$ cat config.mk
export PLATFORM = sky130hd
export DESIGN_NAME = sdp_memory_arbiter
export DESIGN_NICKNAME = d
export VERILOG_FILES = /design/src/rtl/sdp_memory_arbiter.sv
export SDC_FILE = /design/constraint.sdc
export NUM_CORES = 1
export LEC_CHECK = 0
export BUFFER_PORTS_ARGS = -buffer_cell sky130_fd_sc_hd__buf_2
export CORE_MARGIN = 5
export CORE_UTILIZATION = 47
export CTS_BUF_LIST = sky130_fd_sc_hd__clkbuf_4 sky130_fd_sc_hd__clkbuf_8
export CTS_CLUSTER_SIZE = 24
export DETAILED_ROUTE_END_ITERATION = 10
export PLACE_DENSITY = 0.9
export SYNTH_ARGS = -nofsm -noshare
export SYNTH_HDL_FRONTEND = slang
export SYNTH_SLANG_ARGS = --single-unit
$ cat constraint.sdc
create_clock -name clk -period 5.51 [get_ports clk]
set_input_delay 0.551 -clock clk [delete_from_list [all_inputs] [get_ports clk]]
set_output_delay 0.551 -clock clk [all_outputs]
set_load 0.01 [all_outputs]
$ cat src/rtl/sdp_memory_arbiter.sv
// sdp_memory_arbiter
//   Shares one simple dual-port memory wrapper between N_REQ requesters.
//   Write and read ports are arbitrated independently (round-robin), so one
//   write and one read may be granted per cycle. Read data comes back one
//   cycle after the grant, tagged with the requester index.
//
//   Build option: define SDP_ARB_FIXED_PRIO_EN for fixed priority (lowest
//   asserted index wins, no pointers). Default build is round-robin.
//
// Ports
//   clk, rst      clock, synchronous active-high reset
//   wr_valid/ready, wr_addr, wr_data   per-requester write channel (packed)
//   rd_valid/ready, rd_addr            per-requester read channel (packed)
//   rsp_valid, rsp_id, rsp_data        read response, no backpressure
//   mem_addr_d, mem_d, mem_en          memory write pins
//   mem_addr_q, mem_q                  memory read pins (q one cycle later)
module sdp_memory_arbiter #(
    parameter int WIDTH = 8,
    parameter int DEPTH = 256,
    parameter int N_REQ = 4,
    localparam int AW = $clog2(DEPTH),
    localparam int IW = $clog2(N_REQ)
) (
    input  logic                   clk,
    input  logic                   rst,
    input  logic [N_REQ-1:0]       wr_valid,
    output logic [N_REQ-1:0]       wr_ready,
    input  logic [N_REQ*AW-1:0]    wr_addr,
    input  logic [N_REQ*WIDTH-1:0] wr_data,
    input  logic [N_REQ-1:0]       rd_valid,
    output logic [N_REQ-1:0]       rd_ready,
    input  logic [N_REQ*AW-1:0]    rd_addr,
    output logic                   rsp_valid,
    output logic [IW-1:0]          rsp_id,
    output logic [WIDTH-1:0]       rsp_data,
    output logic [AW-1:0]          mem_addr_d,
    output logic [WIDTH-1:0]       mem_d,
    output logic                   mem_en,
    output logic [AW-1:0]          mem_addr_q,
    input  logic [WIDTH-1:0]       mem_q
);

    logic [AW-1:0]    wa [N_REQ];
    logic [WIDTH-1:0] wd [N_REQ];
    logic [AW-1:0]    ra [N_REQ];

    for (genvar g = 0; g < N_REQ; g++) begin : g_unpack
        assign wa[g] = wr_addr[g*AW +: AW];
        assign wd[g] = wr_data[g*WIDTH +: WIDTH];
        assign ra[g] = rd_addr[g*AW +: AW];
    end

    logic [IW-1:0] wptr, rptr;
    logic          wr_found, rd_found, rd_gnt;
    logic [IW-1:0] wr_idx, rd_idx, sel;
    int unsigned   idx;
    logic [AW-1:0] last_raddr;

    // Scan requesters starting at the pointer, wrapping modulo N_REQ.
    always_comb begin
        wr_found = 1'b0;
        wr_idx   = '0;
        rd_found = 1'b0;
        rd_idx   = '0;
        idx      = 0;
        sel      = '0;
        for (int unsigned i = 0; i < N_REQ; i++) begin
            idx = 32'(wptr) + i;
            if (idx >= 32'(N_REQ)) idx = idx - 32'(N_REQ);
            sel = IW'(idx);
            if (!wr_found && wr_valid[sel]) begin
                wr_found = 1'b1;
                wr_idx   = sel;
            end
            idx = 32'(rptr) + i;
            if (idx >= 32'(N_REQ)) idx = idx - 32'(N_REQ);
            sel = IW'(idx);
            if (!rd_found && rd_valid[sel]) begin
                rd_found = 1'b1;
                rd_idx   = sel;
            end
        end
        if (rst) begin
            wr_found = 1'b0;
            rd_found = 1'b0;
        end
    end

    // A read colliding with the same-cycle write address is deferred so that
    // it observes the new data once the write has landed.
    assign rd_gnt = rd_found && !(wr_found && (ra[rd_idx] == wa[wr_idx]));

    always_comb begin
        wr_ready   = '0;
        rd_ready   = '0;
        mem_en     = 1'b0;
        mem_addr_d = '0;
        mem_d      = '0;
        mem_addr_q = last_raddr;
        if (wr_found) begin
            wr_ready[wr_idx] = 1'b1;
            mem_en           = 1'b1;
            mem_addr_d       = wa[wr_idx];
            mem_d            = wd[wr_idx];
        end
        if (rd_gnt) begin
            rd_ready[rd_idx] = 1'b1;
            mem_addr_q       = ra[rd_idx];
        end
    end

`ifdef SDP_ARB_FIXED_PRIO_EN
    assign wptr = '0;
    assign rptr = '0;
`else
    always_ff @(posedge clk) begin
        if (rst) begin
            wptr <= '0;
            rptr <= '0;
        end else begin
            if (wr_found) wptr <= (wr_idx == IW'(N_REQ - 1)) ? '0 : wr_idx + 1'b1;
            if (rd_gnt)   rptr <= (rd_idx == IW'(N_REQ - 1)) ? '0 : rd_idx + 1'b1;
        end
    end
`endif

    always_ff @(posedge clk) begin
        if (rst) begin
            last_raddr <= '0;
            rsp_valid  <= 1'b0;
            rsp_id     <= '0;
        end else begin
            rsp_valid <= rd_gnt;
            if (rd_gnt) begin
                rsp_id     <= rd_idx;
                last_raddr <= ra[rd_idx];
            end
        end
    end

    assign rsp_data = mem_q;

endmodule

==> results of run 1 <==
## logic make-up (layout without fill, tap and decap cells)
group / after synthesis / after routing
flops: 15 / 15
fa+ha+maj: 8 / 8
simple gates: 140 / 140
compound gates: 55 / 55
mux: 37 / 37
xor+xnor: 5 / 5
buf+inv: 43 / 165
## Yosys cell counts (all sizes together), types with 3 or more instances
cell / n
mux2i: 28
inv: 15
o211ai: 3
mux2: 9
nor3: 10
nand3: 29
and3: 17
a32o: 8
and2: 10
clkbuf: 5
nand2: 40
a211oi: 9
o21ai: 6
a311o: 8
nor2: 17
or2: 4
a21oi: 3
nor2b: 5
a211o: 4
buf: 22
dfxtp: 15
xor2: 3
ha: 8
## flip-flops by register name, indices dropped and copies added, names as in the netlist
register and count:
last_raddr 8, rptr 2, rsp_id 2, wptr 2, rsp_valid 1
## metal layers
metal	share of wire, %	up-vias	global-route usage (%)	wire, µm
li1	-	1351	-	-
met1	39	1254	27.4	3000
met5	0	-	0	0
met4	2.5	0	7.43	189
met3	8.7	20	3.72	672
met2	50	140	40.7	3830
## worst max-delay path, stage by stage
cell and delay, ns:
buf_2 0.12, and2b_4 0.21, nor2b_1 0.13, nor3_2 0.44
buf_4 0.31, a211oi_1 0.07, a31oi_1 0.33, xnor2_1 0.21
nor4_4 0.07, buf_4 0.21, a21oi_4 0.49, mux2i_1 0.28
buf_2 0.16
## worst max-delay path by stage
stage                                to  slack (ns)         from  depth (start not counted)
after floorplan           mem_addr_q[1]        2.14  rd_valid[2]                         12
after global placement    mem_addr_q[6]        1.42  wr_valid[1]                         13
after detailed placement  mem_addr_q[6]        1.38  wr_valid[1]                         13
after CTS                 mem_addr_q[6]        1.37  wr_valid[1]                         13
after global routing      mem_addr_q[6]        1.11  wr_valid[1]                         13
final                     mem_addr_q[6]        1.37  wr_valid[1]                         13
## layout make-up
class / instances / area [µm²]
fill: 418 / 1740
inverter: 16 / 67.6
timing repair buffer: 145 / 736
multi-input combinational: 245 / 1750
tap: 67 / 83.8
sequential: 15 / 300
clock buffer: 4 / 48.8
## power groups by stage
stage | Clock (mW) | Combinational, mW | Sequential [mW]
2_1_floorplan | 0 | 0.467 | 0.176
3_3_place_gp | 0 | 0.611 | 0.178
3_5_place_dp | 0 | 0.628 | 0.183
4_1_cts | 0.0975 | 0.634 | 0.180
5_1_grt | 0.103 | 0.696 | 0.186
6_report | 0.0988 | 0.637 | 0.182
## through the flow
step                      setup WS (ns)  area (µm²)
after floorplan                    2.14        2290
after global placement             1.42        2940
after detailed placement           1.38        2940
after CTS                          1.37        2990
after global routing               1.11        2990
final                              1.37        2990
==> results by group, run 1 <==
Run status
  • Status: complete, no violations

Min path
  • Hold Crit Start: rsp_id[1]
  • HP Class: flop to flop
  • Hold Path End: rsp_id[1]
  • Hold Path Depth: 2

Finish
  • ANT cells: 0
  • Most frequent cells in the layout: 141 x buf_2, 39 x nand2_1, 29 x nand3_1, 28 x mux2i_1, 17 x and3_1
  • Area Overhead vs Synth: 30.4%
  • Final Net Count: 548
  • Most common cell after layout, fill and taps aside: buf_2
  • Share of post-route cells with drive strength above 1: 40.9%
  • Final Util: 63.2%
  • Final Non-Filler Cells: 492

Logic synthesis
  • Synth Cell Area: 2290 µm²
  • Adder-cell share of the synthesized area: 4.37%
  • Multiplexer area fraction after synthesis: 16.8%
  • #FFs+latches synth: 15
  • Seq/Total Area, Yosys: 13.1%
  • Synth top area cells: dfxtp_1 13%, mux2i_1 12%, nand2_1 6.4%
  • Top cell type's share of synthesized area: 13.1%
  • Main synth FF type: dfxtp_1
  • Post-Synthesis Cells: 303
  • Simple logic cell fraction of the synthesized area: 31.9%
  • Post-synth top area cell: dfxtp_1
  • Synth Area per Inst: 7.56 µm²
  • Largest family of logic cells by synthesized area: simple AND/OR/NAND/NOR gates
  • Compound-Gate Fraction of Synth Area: 21.0%
  • Post-synth EDFFs: 0
  • Post-synthesis cell type count: 56
  • Syn. warnings: 0
  • Async S/R FF share, synth: 0%
  • Post-synth net total: 425
  • Synth Area in XOR/XNOR: 1.91%

STA
  • Fin. Hold Viols: 0
  • Crit share post-route: 75.2%
  • Setup_tns: 0 ns
  • Worst rel slew slack: 63.0%
  • Worst Tran Pin Value: 0.554 ns
  • Worst Skew: 0.00112 ns
  • Max-slew violation count: 0
  • WHS: 0.487 ns
  • Min Tclk post-route: 4.14 ns
  • Final setup violation count: 0
  • Unrepaired setup endpoints after global routing: no
  • Max Fclk: 0.241 GHz

Floorplanning
  • Die X: 79.8 µm
  • Ports: 158
  • Initial Utilization: 48.5%
  • Die ar.: 6370 µm²
  • Core area: 4720 µm²
  • # rows: 25
  • Die height: 79.8 µm

Power
  • Clk pwr share: 10.8%
  • Net Sw Power: 435 µW
  • Sequential group share of total power: 19.8%
  • Switching portion of total power: 47.4%
  • Combinational power share: 69.4%
  • P_int: 482 µW
  • Overall power: 917 µW
  • Static Leakage: 1.57 nW
  • Power per cell area: 307 nW/µm²
  • Worst vdd ir: 0.000339 V

Global route
  • Grt total ovfl: 0
  • Antenna violations before repair: 0
  • First-pass GRT wire length: 11800 µm
  • Largest net degree at the start of global routing: 30
  • Number of global-route vias before repair: 2548
  • GRT Overall Usage: 22.7%

Clock network
  • Clk pin slew, worst setup/hold paths: 0.06 ns
  • Post_cts resized: 0
  • Hold buffers post-CTS: 0
  • Post-CTS Setup Bufs: 0
  • Sink Count: 15
  • Clock root cell: clkbuf_8
  • Bufs on Longest Clock Path: 2
  • Clock buffer count from CTS: 3
  • CTS tree: done
  • H-tree depth: 1
  • Clock Latency Late Sink: 0.25 ns

Critical path
  • Startpoint types: primary input
  • Worst R2R Start: rptr[1]
  • Worst R2R End: rptr[1]
  • Worst Path Arrival: 3.59 ns
  • Reg2Reg Setup Slack: 2.10 ns
  • WP data required: 4.96 ns
  • Worst-case reg-to-reg path depth: 10
  • Max FO, Critical Path: 20
  • CP Capture Type: primary output
  • Setup CP Type: primary input to primary output

Placement
  • Placed cells: 488
  • I/O Buffers: 141
  • HPWL after DPL: 6030 µm
  • Routability cong.: 0.921

Drt
  • First drt pass iteration count: 5
  • Detailed Route Iter0 Violations: 113
  • Vias per inst: 5.62
  • Final WL: 7690 µm
  • Total number of vias: 2765
  • Post-route DRC: 0
  • Antenna-violating nets left: 0
  • WL/cell: 15.6 µm

Run
  • Max cap viols: 0
Note: power is estimated with default switching activity, not from simulation.
==> inputs of run 2 (changes only) <==
- CORE_UTILIZATION: 47 -> 39
- PLACE_DENSITY: 0.9 -> 0.79
- clock period: 5.51 -> 3.5 ns (I/O delays scaled with it)
==> run 2 against run 1 <==
Against the previous run: core utilization shrank 8.3 points; sequential share of layout area decreased by 0.61 points; clock skew increased by 0.0017 ns; routed wire length up 7.5%; die area up 18%; sequential power grew 57%; global-route usage fell by 2.1 points; combinational power up 74%; critical endpoint is now mem_addr_q[1]; largest cell class unchanged; highest routed layer unchanged.
==> results by group, run 2 (same netlist as run 1, synthesis figures left out) <==
Floorplanning
  • Die X: 86.6 µm (was 79.8 µm)
  • Die ar.: 7510 µm² (was 6370 µm²)
  • Ports: 158 (unchanged)
  • Core area: 5820 µm² (was 4720 µm²)
  • # rows: 28 (was 25)
  • Die height: 86.6 µm (was 79.8 µm)
  • Initial Utilization: 39.4% (was 48.5%)

Finish
  • Most frequent cells in the layout: 141 x buf_2, 39 x nand2_1, 29 x nand3_1, 28 x mux2i_1, 17 x and3_1 (unchanged)
  • Area Overhead vs Synth: 39.4% (was 30.4%)
  • Final Util: 54.9% (was 63.2%)
  • Share of post-route cells with drive strength above 1: 45.6% (was 40.9%)
  • Max reg flops: 8 (unchanged)
  • Final Net Count: 562 (was 548)
  • Largest register by flop count: last_raddr (unchanged)
  • ANT cells: 0 (unchanged)
  • Most common cell after layout, fill and taps aside: buf_2 (unchanged)
  • Fillers: 551 (was 418)

Placement
  • HPWL after DPL: 6550 µm (was 6030 µm)
  • Routability cong.: 0.909 (was 0.921)
  • I/O Buffers: 141 (unchanged)

Critical path
  • CP peak stage delay: 0.43 ns (was 0.49 ns)
  • CP Capture Type: primary output (unchanged)
  • Crit-path slowest cell: or3_1 (was a21oi_4)
  • Setup CP Type: flop to primary output (was primary input to primary output)
  • Worst path most repeated cell: buf_4
  • Max FO, Critical Path: 8 (was 20)
  • Startpoint types: flop (was primary input)
  • Critical path, cell by cell: mux2i_1, nor2_1, or3_1, buf_4, a211oi_4, a211o_1, nand4_1, nor4_4, buf_4, a21oi_4, buf_4, mux2i_1, buf_2 (was buf_2, and2b_4, nor2b_1, nor3_2, buf_4, a211oi_1, a31oi_1, xnor2_1, nor4_4, buf_4, a21oi_4, mux2i_1, buf_2)
  • Delay-heaviest family, CP: simple AND/OR/NAND/NOR gates (was compound AO/OA/AOI/OAI gates)
  • Worst Path Arrival: 2.99 ns (was 3.59 ns)
  • Buffers and inverters on the worst path: 4 (unchanged)
  • WP data required: 3.15 ns (was 4.96 ns)

STA
  • Fin. Hold Viols: 0 (unchanged)
  • Worst Tran Pin Value: 0.643 ns (was 0.554 ns)
  • Min Tclk post-route: 3.34 ns
  • Worst Skew: 0.00286 ns (was 0.00112 ns)
  • Setup_tns: 0 ns (unchanged)
  • Max-slew violation count: 0 (unchanged)
  • Crit share post-route: 95.5%
  • Final setup violation count: 0 (unchanged)
  • Max Fclk: 0.299 GHz
  • Worst rel slew slack: 56.7% (was 63.0%)

Global route
  • Grt total ovfl: 0 (unchanged)
  • Number of global-route vias before repair: 2681 (was 2548)
  • Antenna violations before repair: 0 (unchanged)
  • GRT Overall Usage: 20.6% (was 22.7%)
  • Largest net degree at the start of global routing: 29 (was 30)
  • First-pass GRT wire length: 12500 µm (was 11800 µm)

Drt
  • WL/cell: 16.1 µm (was 15.6 µm)
  • Vias per inst: 5.55 (was 5.62)
  • Detailed Route Iter0 Violations: 131 (was 113)
  • Total number of vias: 2852 (was 2765)
  • First drt pass iteration count: 6 (was 5)
  • Antenna-violating nets left: 0 (unchanged)
  • Post-route DRC: 0 (unchanged)
  • Final WL: 8270 µm (was 7690 µm)

Clock network
  • Hold buffers post-CTS: 0 (unchanged)
  • Bufs on Longest Clock Path: 2 (unchanged)
  • CTS tree: done (unchanged)
  • Sink Count: 15 (unchanged)
  • H-tree depth: 1 (unchanged)
  • Clock root cell: clkbuf_8 (unchanged)
  • Clock buffer count from CTS: 3 (unchanged)
  • Clk pin slew, worst setup/hold paths: 0.06 ns (about the same)
  • Clock Latency Late Sink: 0.26 ns (was 0.25 ns)

Run
  • Max cap viols: 0 (unchanged)

Power
  • Worst vdd ir: 0.000381 V (was 0.000339 V)
  • Power per cell area: 483 nW/µm² (was 307 nW/µm²)
  • Static Leakage: 1.66 nW (was 1.57 nW)

Run status
  • Status: complete, no violations (unchanged)

Min path
  • HP Class: primary input to flop (was flop to flop)
## run 2: cell count changes in the layout (fill, tap and decap cells not counted), moves of 2 or more
cell / before / now
buf_4: 4 / 16
a211oi_4: 0 / 2
a211oi_1: 9 / 3
a31oi_1: 2 / 0
a211oi_2: 0 / 4
xnor2_2: 0 / 2
xnor2_1: 2 / 0
a31oi_2: 0 / 2
## run 2: layer usage
layer / track usage [%] / share of wire (%)
met1: 24.6 / 38
met2: 35.3 / 49
met3: 2.95 / 8.5
met4: 11.2 / 3.8
met5: 0 / 0
## run 2: final cells by class
type	instances	area, µm²	share of cell area (%)
clock buffer	3	41.3	1.29
clock inverter	1	5.00	0.157
inverter	16	70.1	2.19
multi-input combinational	246	1840	57.5
sequential	15	302	9.44
tap	75	93.8	2.94
timing repair buffer	158	846	26.5
## run 2: where the power goes
part / leakage (nW) / internal, mW / switching, mW / total (mW)
logic: 1.51 / 0.499 / 0.610 / 1.11
registers: 0.126 / 0.234 / 0.0513 / 0.285
clock network: 0.0255 / 0.0791 / 0.0691 / 0.148
total: 1.66 / 0.812 / 0.730 / 1.54
## run 2: worst paths after layout
| path | start | end | slack (ns) | depth (start not counted) |
|---|---|---|---|---|
| worst max-delay path | rptr[1] | mem_addr_q[1] | 0.16 | 13 |
| worst min-delay path | rst | wptr[0] | 0.32 | 2 |
| worst max register to register | rptr[1] | rptr[1] | 0.50 | 11 |
| worst min register to register | rsp_id[1] | rsp_id[1] | 0.48 | 2 |
## run 2: worst register-to-register path: cells and delay by family, from the launching register on
family / cells / cell delay, ns
compound gates: 1 / 0.31
xor+xnor: 1 / 0.21
buf+inv: 3 / 0.52
flops: 1 / 0.37
mux: 3 / 0.92
simple gates: 3 / 0.56
## run 2: metrics by stage
step	hold slack [ns]	total power, mW	setup slack [ns]	std cells	area (µm²)
2_1_floorplan	0.422	1.01	0.495	303	2290
3_3_place_gp	0.455	1.29	0.260	504	3020
4_1_cts	0.314	1.48	0.0643	510	3090
3_5_place_dp	0.466	1.32	0.171	504	3020
6_report	0.322	1.54	0.157	514	3190
5_1_grt	0.323	1.67	-0.0283	514	3190
## run 2: what timing repair did
item / CTS / global route
endpoints found under the setup margin: 8 / 12
setup buffers: 1 / 4
pin swaps: 1 / 4
gates cloned: 1 / 0
resized for setup: 2 / 13
==> inputs of run 3 (changes only) <==
- CELL_PAD_IN_SITES_DETAIL_PLACEMENT: unset -> 0
- CELL_PAD_IN_SITES_GLOBAL_PLACEMENT: unset -> 1
- CORE_UTILIZATION: 39 -> 26
- PLACE_DENSITY: 0.79 -> unset
- PLACE_DENSITY_LB_ADDON: unset -> 0.1
- RECOVER_POWER: unset -> 100
==> run 3 against run 2 <==
Against the previous run: combinational power hardly changed; final cell count grew 6.8%; fmax grew 0.49%; register-to-register slack hardly changed; power up 1.6%; core utilization is 17 points lower; global-route usage decreased by 4.4 points; cell area increased by 2.4%; worst hold slack better by 0.010 ns; routed wire length grew 9.7%; clock-buffer cell count stayed put.
==> results by group, run 3 (same netlist as run 1, synthesis figures left out) <==
Global route
  • Grt total ovfl: 0 (unchanged)
  • First-pass GRT wire length: 14500 µm (was 12500 µm)
  • GRT Overall Usage: 16.1% (was 20.6%)
  • Antenna violations before repair: 0 (unchanged)
  • Largest net degree at the start of global routing: 29 (unchanged)
  • Number of global-route vias before repair: 2774 (was 2681)

Power
  • P_int: 823 µW (was 812 µW)
  • Combinational power share: 72.4% (was 71.9%)
  • Clk pwr share: 9.6% (about the same)
  • Worst vdd ir: 0.000190 V (was 0.000381 V)
  • Switching portion of total power: 47.5% (was 47.4%)
  • Power per cell area: 479 nW/µm² (was 483 nW/µm²)
  • Sequential group share of total power: 18.0% (was 18.5%)
  • Net Sw Power: 744 µW (was 730 µW)
  • Overall power: 1.57 mW (was 1.54 mW)
  • Static Leakage: 1.67 nW (was 1.66 nW)

Clock network
  • Sink Count: 15 (unchanged)
  • Clock Latency Late Sink: 0.25 ns (was 0.26 ns)
  • Clock root cell: clkbuf_8 (unchanged)
  • Bufs on Longest Clock Path: 2 (unchanged)
  • H-tree depth: 1 (unchanged)
  • CTS tree: done (unchanged)
  • Hold buffers post-CTS: 0 (unchanged)
  • Clock buffer count from CTS: 3 (unchanged)
  • Clk pin slew, worst setup/hold paths: 0.07 ns (was 0.06 ns)

Floorplanning
  • Core area: 8640 µm² (was 5820 µm²)
  • Die X: 104 µm (was 86.6 µm)
  • Die height: 104 µm (was 86.6 µm)
  • # rows: 34 (was 28)
  • Initial Utilization: 26.5% (was 39.4%)
  • Die ar.: 10800 µm² (was 7510 µm²)
  • Ports: 158 (unchanged)

Placement
  • Placed cells: 540 (was 504)
  • I/O Buffers: 141 (unchanged)
  • HPWL after DPL: 7250 µm (was 6550 µm)
  • Routability cong.: 0.773 (was 0.909)

Drt
  • Antenna-violating nets left: 0 (unchanged)
  • Vias per inst: 4.98 (was 5.55)
  • Detailed Route Iter0 Violations: 145 (was 131)
  • Final WL: 9080 µm (was 8270 µm)
  • First drt pass iteration count: 4 (was 6)
  • WL/cell: 16.5 µm (was 16.1 µm)
  • Post-route DRC: 0 (unchanged)
  • Total number of vias: 2735 (was 2852)

Finish
  • Final Non-Filler Cells: 549 (was 514)
  • Most common cell after layout, fill and taps aside: buf_2 (unchanged)
  • Max reg flops: 8 (unchanged)
  • Final Util: 37.9% (was 54.9%)
  • Area Overhead vs Synth: 42.7% (was 39.4%)
  • ANT cells: 0 (unchanged)
  • Final Net Count: 564 (was 562)
  • Share of post-route cells with drive strength above 1: 44.4% (was 45.6%)
  • Fillers: 987 (was 551)
  • Most frequent cells in the layout: 138 x buf_2, 39 x nand2_1, 29 x nand3_1, 28 x mux2i_1, 17 x and3_1 (was 141 x buf_2, 39 x nand2_1, 29 x nand3_1, 28 x mux2i_1, 17 x and3_1)
  • Largest register by flop count: last_raddr (unchanged)

STA
  • Worst Tran Pin Value: 0.748 ns (was 0.643 ns)
  • Worst Skew: 0.00234 ns (was 0.00286 ns)
  • Setup_tns: 0 ns (unchanged)
  • Fin. Hold Viols: 0 (unchanged)
  • Worst rel slew slack: 49.6% (was 56.7%)
  • Final setup violation count: 0 (unchanged)
  • Min Tclk post-route: 3.33 ns (was 3.34 ns)
  • Max Fclk: 0.301 GHz (was 0.299 GHz)
  • Max-slew violation count: 0 (unchanged)
  • Crit share post-route: 95.1% (was 95.5%)
  • WHS: 0.333 ns (was 0.322 ns)

Critical path
  • WP data required: 3.15 ns (about the same)
  • CP Capture Type: primary output (unchanged)
  • Setup CP Type: flop to primary output (unchanged)
  • Startpoint types: flop (unchanged)
  • Worst Path Arrival: 2.98 ns (was 2.99 ns)
  • Worst R2R Start: wptr[0] (was rptr[1])
  • Crit path launch: rptr[1] (unchanged)
  • Max FO, Critical Path: 8 (unchanged)

Run status
  • Status: complete, no violations (unchanged)

Min path
  • HP Class: primary input to flop (unchanged)
  • Hold Crit Start: rst (unchanged)

Run
  • Max cap viols: 0 (unchanged)
-- run 3: changes by cell type in the layout (fill, tap and decap cells not counted), sizes merged --
cell / before / now
buf: 158 / 157
clkbuf: 3 / 6
-- run 3: worst max-delay path: stages, from the launching register on --
cell      delay, ns
dfxtp_4        0.37
mux2i_1        0.17
nor2_1         0.05
or3_4          0.41
buf_6          0.18
a211oi_4       0.19
a211o_1        0.13
nand4_1        0.16
nor4_4         0.29
buf_4          0.19
a21oi_4        0.07
buf_12         0.18
mux2i_1        0.17
buf_2          0.16
-- run 3: what timing repair did --
item                                    in CTS  in global routing
endpoints found under the hold margin        0                  0
resized for setup                            2                 18
buffers inserted                             1                  3
pin swaps                                    1                  6
endpoints found under the setup margin      12                 12
gates cloned                                 1                  0
-- run 3: final timing paths --
kind / depth (start not counted) / end / slack, ns
min reg2reg: 2 / rsp_id[1] / 0.47
max reg2reg: 9 / last_raddr[7] / 0.51
min: 2 / wptr[1] / 0.33
max: 13 / mem_addr_q[0] / 0.17
-- run 3: final cells by class --
type | instances | area (µm²) | share of cell area, %
Multi-Input combinational cell | 246 | 1830 | 56.0
Inverter | 16 | 75.1 | 2.30
Sequential cell | 15 | 305 | 9.34
Timing Repair Buffer | 160 | 877 | 26.8
Clock buffer | 3 | 41.3 | 1.26
Clock inverter | 1 | 5.00 | 0.153
Tap cell | 108 | 135 | 4.13
-- run 3: metrics by stage --
| step | setup WS [ns] | instance area (µm²) |
|---|---|---|
| floorplan | 0.495 | 2290 |
| global placement | 0.148 | 3080 |
| detailed placement | 0.135 | 3080 |
| CTS | 0.0215 | 3160 |
| global route | -0.0230 | 3270 |
| finish | 0.173 | 3270 |
-- run 3: routing by layer --
layer | global-route usage [%] | share of wire, % | vias up
li1 | - | - | 1372
met1 | 21.2 | 45 | 1250
met2 | 27.4 | 47 | 103
met3 | 3.48 | 6.9 | 10
met4 | 2.78 | 1.1 | 0
met5 | 0 | 0 | -
-- run 3: power groups by stage --
stage	Combinational (mW)	Sequential, mW	Clock [mW]
final	1.13	0.283	0.150
after global routing	1.26	0.290	0.165
after CTS	1.09	0.277	0.156
after detailed placement	1.07	0.281	0
after global placement	1.07	0.281	0
after floorplan	0.736	0.276	0
